<file path="src/rtl/turf_aurora_link_watchdog.sv">
// Init-clock supervisor for the TURFIO Aurora link: watches channel/lane status and errors,
// issues clean multi-cycle reset requests to the Aurora reset sequencer, and keeps link statistics.
module turf_aurora_link_watchdog #(
    parameter logic [31:0] UP_TIMEOUT      = 32'h0800_0000,
    parameter int unsigned DEBOUNCE        = 16,
    parameter int unsigned REQ_LEN         = 16,
    parameter int unsigned HOLDOFF_LEN     = 256,
    parameter int unsigned SOFT_ERR_WINDOW = 1048576,
    parameter int unsigned SOFT_ERR_LIMIT  = 64
) (
    input  logic        clk_i,
    input  logic        rst_i,
    input  logic        enable_i,
    input  logic        force_reset_i,
    input  logic        channel_up_i,
    input  logic        lane_up_i,
    input  logic        hard_err_i,
    input  logic        soft_err_i,
    output logic        reset_req_o,
    output logic        link_ok_o,
    output logic [1:0]  state_o,
    output logic [7:0]  reset_count_o,
    output logic [15:0] soft_err_count_o
);

    typedef enum logic [1:0] {
        ST_WAIT_UP = 2'd0,
        ST_UP      = 2'd1,
        ST_REQ     = 2'd2,
        ST_HOLDOFF = 2'd3
    } state_t;

    localparam int unsigned DEB_W  = $clog2(DEBOUNCE + 1);
    localparam int unsigned WIN_W  = $clog2(SOFT_ERR_WINDOW + 1);
    localparam int unsigned WERR_W = $clog2(SOFT_ERR_LIMIT + 1);

    localparam logic [DEB_W-1:0]  DEB_DONE   = DEB_W'(DEBOUNCE);
    localparam logic [WIN_W-1:0]  WIN_LAST   = WIN_W'(SOFT_ERR_WINDOW - 1);
    localparam logic [WERR_W-1:0] WERR_LIMIT = WERR_W'(SOFT_ERR_LIMIT);
    localparam logic [31:0]       REQ_LAST   = 32'(REQ_LEN - 1);
    localparam logic [31:0]       HOLD_LAST  = 32'(HOLDOFF_LEN - 1);

    state_t              state_q, state_d;
    logic [31:0]         timer_q, timer_d;
    logic [DEB_W-1:0]    deb_q, deb_d;
    logic [WIN_W-1:0]    win_q, win_d;
    logic [WERR_W-1:0]   werr_q, werr_d;
    logic [7:0]          reset_cnt_q, reset_cnt_d;
    logic [15:0]         soft_cnt_q, soft_cnt_d;
    logic                reset_req_q, reset_req_d;
    logic                link_ok_q, link_ok_d;
    logic                win_wrap;
    logic                link_bad;

    always_comb begin
        state_d     = state_q;
        timer_d     = timer_q + 32'd1;
        deb_d       = '0;
        win_d       = '0;
        werr_d      = '0;
        reset_cnt_d = reset_cnt_q;
        soft_cnt_d  = soft_cnt_q;
        win_wrap    = 1'b0;
        link_bad    = 1'b0;

        case (state_q)
            ST_WAIT_UP: begin
                timer_d = (timer_q == UP_TIMEOUT) ? timer_q : timer_q + 32'd1;
                deb_d   = (channel_up_i && lane_up_i) ? deb_q + DEB_W'(1) : '0;
                // A link that finishes debouncing wins over a coincident timeout.
                if (force_reset_i)                          state_d = ST_REQ;
                else if (deb_d == DEB_DONE)                 state_d = ST_UP;
                else if (timer_d == UP_TIMEOUT && enable_i) state_d = ST_REQ;
            end
            ST_UP: begin
                // An error on the wrap cycle is counted into the window that starts next.
                win_wrap = (win_q == WIN_LAST);
                win_d    = win_wrap ? '0 : win_q + WIN_W'(1);
                werr_d   = win_wrap ? '0 : werr_q;
                if (soft_err_i) begin
                    if (werr_d != WERR_LIMIT) werr_d = werr_d + WERR_W'(1);
                    if (soft_cnt_q != '1)     soft_cnt_d = soft_cnt_q + 16'd1;
                end
                link_bad = !channel_up_i || !lane_up_i || hard_err_i;
                if (force_reset_i)                            state_d = ST_REQ;
                else if (link_bad)                            state_d = enable_i ? ST_REQ : ST_WAIT_UP;
                else if (werr_d == WERR_LIMIT && enable_i)    state_d = ST_REQ;
            end
            ST_REQ: begin
                if (timer_q == REQ_LAST) state_d = ST_HOLDOFF;
            end
            ST_HOLDOFF: begin
                if (force_reset_i)            state_d = ST_REQ;
                else if (timer_q == HOLD_LAST) state_d = ST_WAIT_UP;
            end
            default: state_d = ST_WAIT_UP;
        endcase

        if (state_d != state_q) begin
            timer_d = '0;
            deb_d   = '0;
        end
        if (state_d == ST_REQ && state_q != ST_REQ && reset_cnt_q != '1)
            reset_cnt_d = reset_cnt_q + 8'd1;

        reset_req_d = (state_d == ST_REQ);
        link_ok_d   = (state_d == ST_UP);
    end

    always_ff @(posedge clk_i) begin
        if (rst_i) begin
            state_q     <= ST_WAIT_UP;
            timer_q     <= '0;
            deb_q       <= '0;
            win_q       <= '0;
            werr_q      <= '0;
            reset_cnt_q <= '0;
            soft_cnt_q  <= '0;
            reset_req_q <= 1'b0;
            link_ok_q   <= 1'b0;
        end else begin
            state_q     <= state_d;
            timer_q     <= timer_d;
            deb_q       <= deb_d;
            win_q       <= win_d;
            werr_q      <= werr_d;
            reset_cnt_q <= reset_cnt_d;
            soft_cnt_q  <= soft_cnt_d;
            reset_req_q <= reset_req_d;
            link_ok_q   <= link_ok_d;
        end
    end

    assign reset_req_o      = reset_req_q;
    assign link_ok_o        = link_ok_q;
    assign state_o          = state_q;
    assign reset_count_o    = reset_cnt_q;
    assign soft_err_count_o = soft_cnt_q;

endmodule

</file>
<file path="config.mk">
export PLATFORM = sky130hd
export DESIGN_NAME = turf_aurora_link_watchdog
export DESIGN_NICKNAME = d
export VERILOG_FILES = /design/src/rtl/turf_aurora_link_watchdog.sv
export SDC_FILE = /design/constraint.sdc
export NUM_CORES = 1
export LEC_CHECK = 0
export CORE_ASPECT_RATIO = 0.9
export CORE_UTILIZATION = 45
export CTS_CLUSTER_SIZE = 30
export DETAILED_ROUTE_END_ITERATION = 6
export HOLD_SLACK_MARGIN = 0.15
export PLACE_DENSITY = 0.73
export SYNTH_ARGS = -nofsm -noshare
export SYNTH_HDL_FRONTEND = slang
export SYNTH_SLANG_ARGS = --single-unit
</file>
<file path="constraint.sdc">
create_clock -name clk_i -period 3.7 [get_ports clk_i]
set_clock_uncertainty 0.1 [all_clocks]
set_input_delay 0.555 -clock clk_i [delete_from_list [all_inputs] [get_ports clk_i]]
set_output_delay 0.555 -clock clk_i [all_outputs]
set_load 0.03 [all_outputs]
</file>
== Word level (Yosys, flattened, before mapping) ==
Cells that the tools add are included.
Operators by class
  add/subtract/negate cells: 6
  equal/unequal tests: 17
  multiplexer cells: 18
  bitwise gates (word level): 2
  reduce and logical (&&, ||, !) cells: 15
Operators with widths (number)
  32-bit by 28-bit equality test with 1-bit output (second input constant): 2
  32-bit 2-to-1 mux: 2
  32-bit by 1-bit adder with 32-bit output (second input constant): 1
  32-bit by 4-bit equality test with 1-bit output (second input constant): 1
  32-bit by 8-bit equality test with 1-bit output (second input constant): 1
  7-bit 2-to-1 mux: 4
  21-bit by 1-bit adder with 21-bit output (second input constant): 1
  21-bit by 20-bit equality test with 1-bit output (second input constant): 1
  2-bit 2-to-1 mux: 10
  16-bit by 1-bit adder with 16-bit output (second input constant): 1
  16-bit != test (second input constant): 1
  8-bit by 1-bit adder with 8-bit output (second input constant): 1
  8-bit != test (second input constant): 1
  2-bit one-hot mux with 4 select lines: 1
  7-bit by 1-bit adder with 7-bit output (second input constant): 1
  7-bit equality test (second input constant): 1
  7-bit != test (second input constant): 1
  2-bit equality test (second input constant): 3
  3-bit OR reduction: 2
  5-bit by 1-bit adder with 5-bit output (second input constant): 1
  5-bit equality test (second input constant): 1
  1-bit logical AND: 5
  5-bit 2-to-1 mux: 1
  2-bit by 1-bit equality test with 1-bit output (second input constant): 2
  8 further kinds: 12
Storage, ports and cells
  register bits after elaboration: 93
  input port bits: 8
  output and inout bits: 28
  word-level logic and storage cells: 67

== Logic depth before layout (Yosys ltp) ==
  depth in word-level cells: 15
  depth in mapped cells: 13
  gate-level depth less buffers: 10

== Worst setup path before layout ==
Ideal clock, no wire load.
  path type: register to register
  from: reg timer_q[0]
  to: reg reset_cnt_q[5], in the netlist reset_count_o[5]
  library setup time: 71 ps
  arrival: 3160 ps
  data required time: 3529 ps
  slack: 370 ps
  cell stages (with the launch flop): 12
  buffers on the path: 1
  clock period less this slack: 3330 ps
  path through: dfxtp_1 > ha_1 > and3_4 > buf_6 > or4_1 > o211a_1 > or4b_4 > nor4_2 > nand4_1 > and2_4 > or4_1 > a21oi_1
Between the ends
  cells in the longest elaborated chain, start to end: 11
  elaborated cells between the ends (all ways): 17
  those cells by class: add/sub: 1; eq/ne: 5; mux: 8; reduce/logical: 3
Ends and longest elaborated chain
  start, declared: line 44  | logic [31:0] timer_q, timer_d;
  start signal, assigned: line 123  | timer_q <= timer_d;
  32-bit by 1-bit adder with 32-bit output or 32-bit by 28-bit equality test with 1-bit output (tied branches): line 68  | timer_d = (timer_q == UP_TIMEOUT) ? timer_q : timer_q + 32'd1;
  32-bit 2-to-1 mux: line 68
  32-bit by 28-bit equality test with 1-bit output: line 73  | else if (timer_d == UP_TIMEOUT && enable_i) state_d = ST_REQ;
  1-bit logical AND: line 73
  2-bit 2-to-1 mux: line 73
  2-bit 2-to-1 mux: line 72  | else if (deb_d == DEB_DONE) state_d = ST_UP;
  2-bit 2-to-1 mux: line 71  | if (force_reset_i) state_d = ST_REQ;
  2-bit one-hot mux with 4 select lines (*): line 66  | case (state_q)
  2-bit equality test (*): line 103  | if (state_d == ST_REQ && state_q != ST_REQ && reset_cnt_q != '1)
  1-bit logical AND (*) (2 in series): line 103
  end signal, assigned: line 127  | reset_cnt_q <= reset_cnt_d;
  end, declared: line 48  | logic [7:0] reset_cnt_q, reset_cnt_d;
Mark *: on every way between the ends. The rest lies on a longest branch, timed or not.
A chain may end at the register's enable or synchronous reset.

== Worst setup path after layout ==
  from: reg timer_q[11]
  to: reg reset_cnt_q[5], in the netlist reset_count_o[5]
The elaborated chain is that of the path after synthesis.

==> results.md <==
* Status: complete, no violations
* Largest area contributor in the netlist: dfxtp_1
* Comb pwr share at 4.4%
* Die width at 111 um
* Crit path kind: reg -> reg
* Hpwl dp at 7880 um
* Initial drt markers at 266
* H-tree depth at 3
* Power share of the clock group at 44.6%
* CTS buffer count at 9
* Yosys top cell area share at 38.5%
* Period utilisation layout at 94.4%
* Worst Path Arrival at 3670 ps
* Wirelength per Cell at 15.0 um
* Clock Sinks at 93
* Vias per Instance at 5.75
* Number of flops mapped to enable cells by yosys at 0
* Fin cells at 743
* Clock Path Buffers at 2
* Total wire length at 11,200 um
* Vert. Die Dim at 100 um
* Max Cap Violations at 0
* P_int at 1.51 mW
* Fin nets at 623
* Rows at 35
* Root Driver: clkbuf_16
* Placed instance count at 727
* Initial Util at 46.7%
* Die area at 0.0112 sq mm
* Ranking of synthesized cells by area: dfxtp_1 (39%), nor2_1 (7.1%), xnor2_1 (7.1%)
* DRT Pass-1 Iters at 4
* # IOs at 36
* FF+latch count, synth at 93
* Hold Violations, Final at 0
* Worst setup SP type: flop
* Sw Ratio at 24.3%
* Largest net degree at the start of global routing at 31
* Slew @ Worst Pin at 599 ps
* Vias post-DR at 4,272
* Syn_nets at 594
* Worst-path fanout max at 9
* Clk_lat worst skew at 350 ps
* DRC Markers at 0
* Setup repair bufs after CTS at 0
* PortBufs at 35
* P&R area growth vs syn at 15.9%
* Seq/Total Area, Yosys at 38.5%
* Vias in the first global route at 4,107
* CP endpoint kind: flop
* Yosys warns at 0
* Min-delay worst type: reg -> reg
* Max IR drop VDD at 0.000200 V
* Commonest non-fill, non-tap cells in the layout: nor2_1 (91), dfxtp_1 (89), xnor2_1 (39)
* Post-synth ARST share at 0%
* Syn Area/Cell at 8.33 sq um
* Commonest non-fill, non-tap cell in the layout: nor2_1
* Core area at 0.0103 sq mm
* Final Slew Violations at 0
* Ratio of cells with drive above 1 in the final layout at 7.49%
* Synth Instances at 580
* CTS tree: done
* Sequential power share at 51.0%
* Req. time, crit path at 3880 ps
* Crit path time final at 3490 ps
* PD cells at 356 mW/mm^2
* Clk pin slew, worst setup/hold paths at 70 ps
* Initial antenna violation count at 0
* Overflow after GRT at 0
* Leak at 1.83 nW
* Fillers at 933
* # hold bufs at CTS at 0
* Post-CTS sizing at 0
* Max Fclk at 0.286 GHz
* Library cells used by synthesis at 55
* Synth Flop Type: dfxtp_1
* RSZ-0062 raised after global routing: no
* First-pass GRT wire length at 19,300 um
* Final Setup Violations at 0
* GRT Total Usage at 21.4%
* Ant diodes at 0
* Sum Neg Setup Slack at 0 ps
* Rel. slew slack at 59.7%
* Sw power at 0.483 mW
* Routability Congestion at 0.957
* Mapped cell area at 0.00483 sq mm
* Routed Antenna Nets at 0
[routing by layer]
metal  vias to the layer above  global-route usage, %  part of all wire, %
met5                         -                      0                    0
met4                         0                   7.80                  2.1
met3                        23                   5.25                  5.7
met2                       119                   35.4                   45
met1                      2014                   27.3                   47
li1                       2116                      -                    -
[critical path: stages (launching register included)]
cell,delay [ps]
dfxtp_1,500
nand4_1,280
or4_1,680
o21ai_0,280
o211ai_1,210
nor4_2,280
nand4_1,210
and2_4,230
or4_1,490
a21oi_1,170
[power groups by stage]
stage               sequential, mW  clock, mW  combinational (mW)
detailed placement            1.04          0              0.0871
global route                  1.02      0.946              0.0964
CTS                           1.01      0.900              0.0880
global placement              1.04          0              0.0861
finish                        1.02      0.888              0.0879
floorplan                     1.04          0              0.0463
[kinds of logic (layout without fill, tap and decap cells)]
logic type      after synthesis  in the layout  synth area share, %
simple gates                305            305                 33.7
flops                        93             93                 38.5
xor+xnor                     74             74                 13.4
compound gates               55             55                 7.56
buf+inv                      40             74                 3.65
mux                           7              7                 1.53
fa+ha+maj                     6              6                 1.55
[cell usage after synthesis (2+ instances only)]
library cell   n
clkbuf_1      21
a211oi_1       5
nand2_1       34
mux2_1         2
o211ai_1       2
dfxtp_1       93
o31ai_1        6
nor4_2         2
mux2i_1        4
and3_1         9
and2_1         6
nand3b_1       3
nor3b_1        3
xnor2_1       39
ha_1           6
o21ai_0       10
buf_6          2
and4_1        10
or3_1          8
nor2b_1        9
nor2_1        91
nor3_1        24
inv_1          8
a21oi_1       16
xor2_1        35
or4_1          8
nand4_1       29
nor4bb_1       3
nor4_1        15
nand2b_1       8
o211a_1        2
buf_2          9
a31oi_1        2
nand3_1       35
[state kept, by name (all words and copies together) (netlist names)]
| signal | count |
|---|---|
| deb_q | 5 |
| link_ok_o | 1 |
| reset_count_o | 8 |
| reset_req_o | 1 |
| soft_err_count_o | 16 |
| state_o | 2 |
| timer_q | 32 |
| werr_q | 7 |
| win_q | 21 |
[stage by stage]
stage	util [%]	total power [mW]	setup WS [ps]	cell area, sq um	hold WS, ps
finish	54.2	1.99	208	5600	348
global route	54.2	2.06	21.8	5600	375
CTS	54.1	2.00	169	5590	347
detailed placement	51.4	1.12	216	5310	337
global placement	51.4	1.12	263	5310	327
floorplan	-	1.09	370	4830	313
[final timing paths]
path | startpoint | end | slack (ps) | cells past startpoint
worst max register to register | timer_q[11]$_SDFF_PP0_ | reset_count_o[5]$_SDFFE_PP0P_ | 210 | 9
worst min-delay path | win_q[0]$_SDFF_PP0_ | win_q[0]$_SDFF_PP0_ | 350 | 1
worst max-delay path | timer_q[11]$_SDFF_PP0_ | reset_count_o[5]$_SDFFE_PP0P_ | 210 | 9
worst min register to register | win_q[0]$_SDFF_PP0_ | win_q[0]$_SDFF_PP0_ | 350 | 1
[area by class of cell]
cell class	instances	area, sq um	area share [%]
well taps	129	161	2.88
clock inverters	7	57.6	1.03
multi-input cells	447	2800	49.9
flip-flops and latches	93	1870	33.3
inverters	8	30.0	0.536
repair buffers	50	463	8.27
clock buffers	9	225	4.02
(Power assumes the default switching activity.)
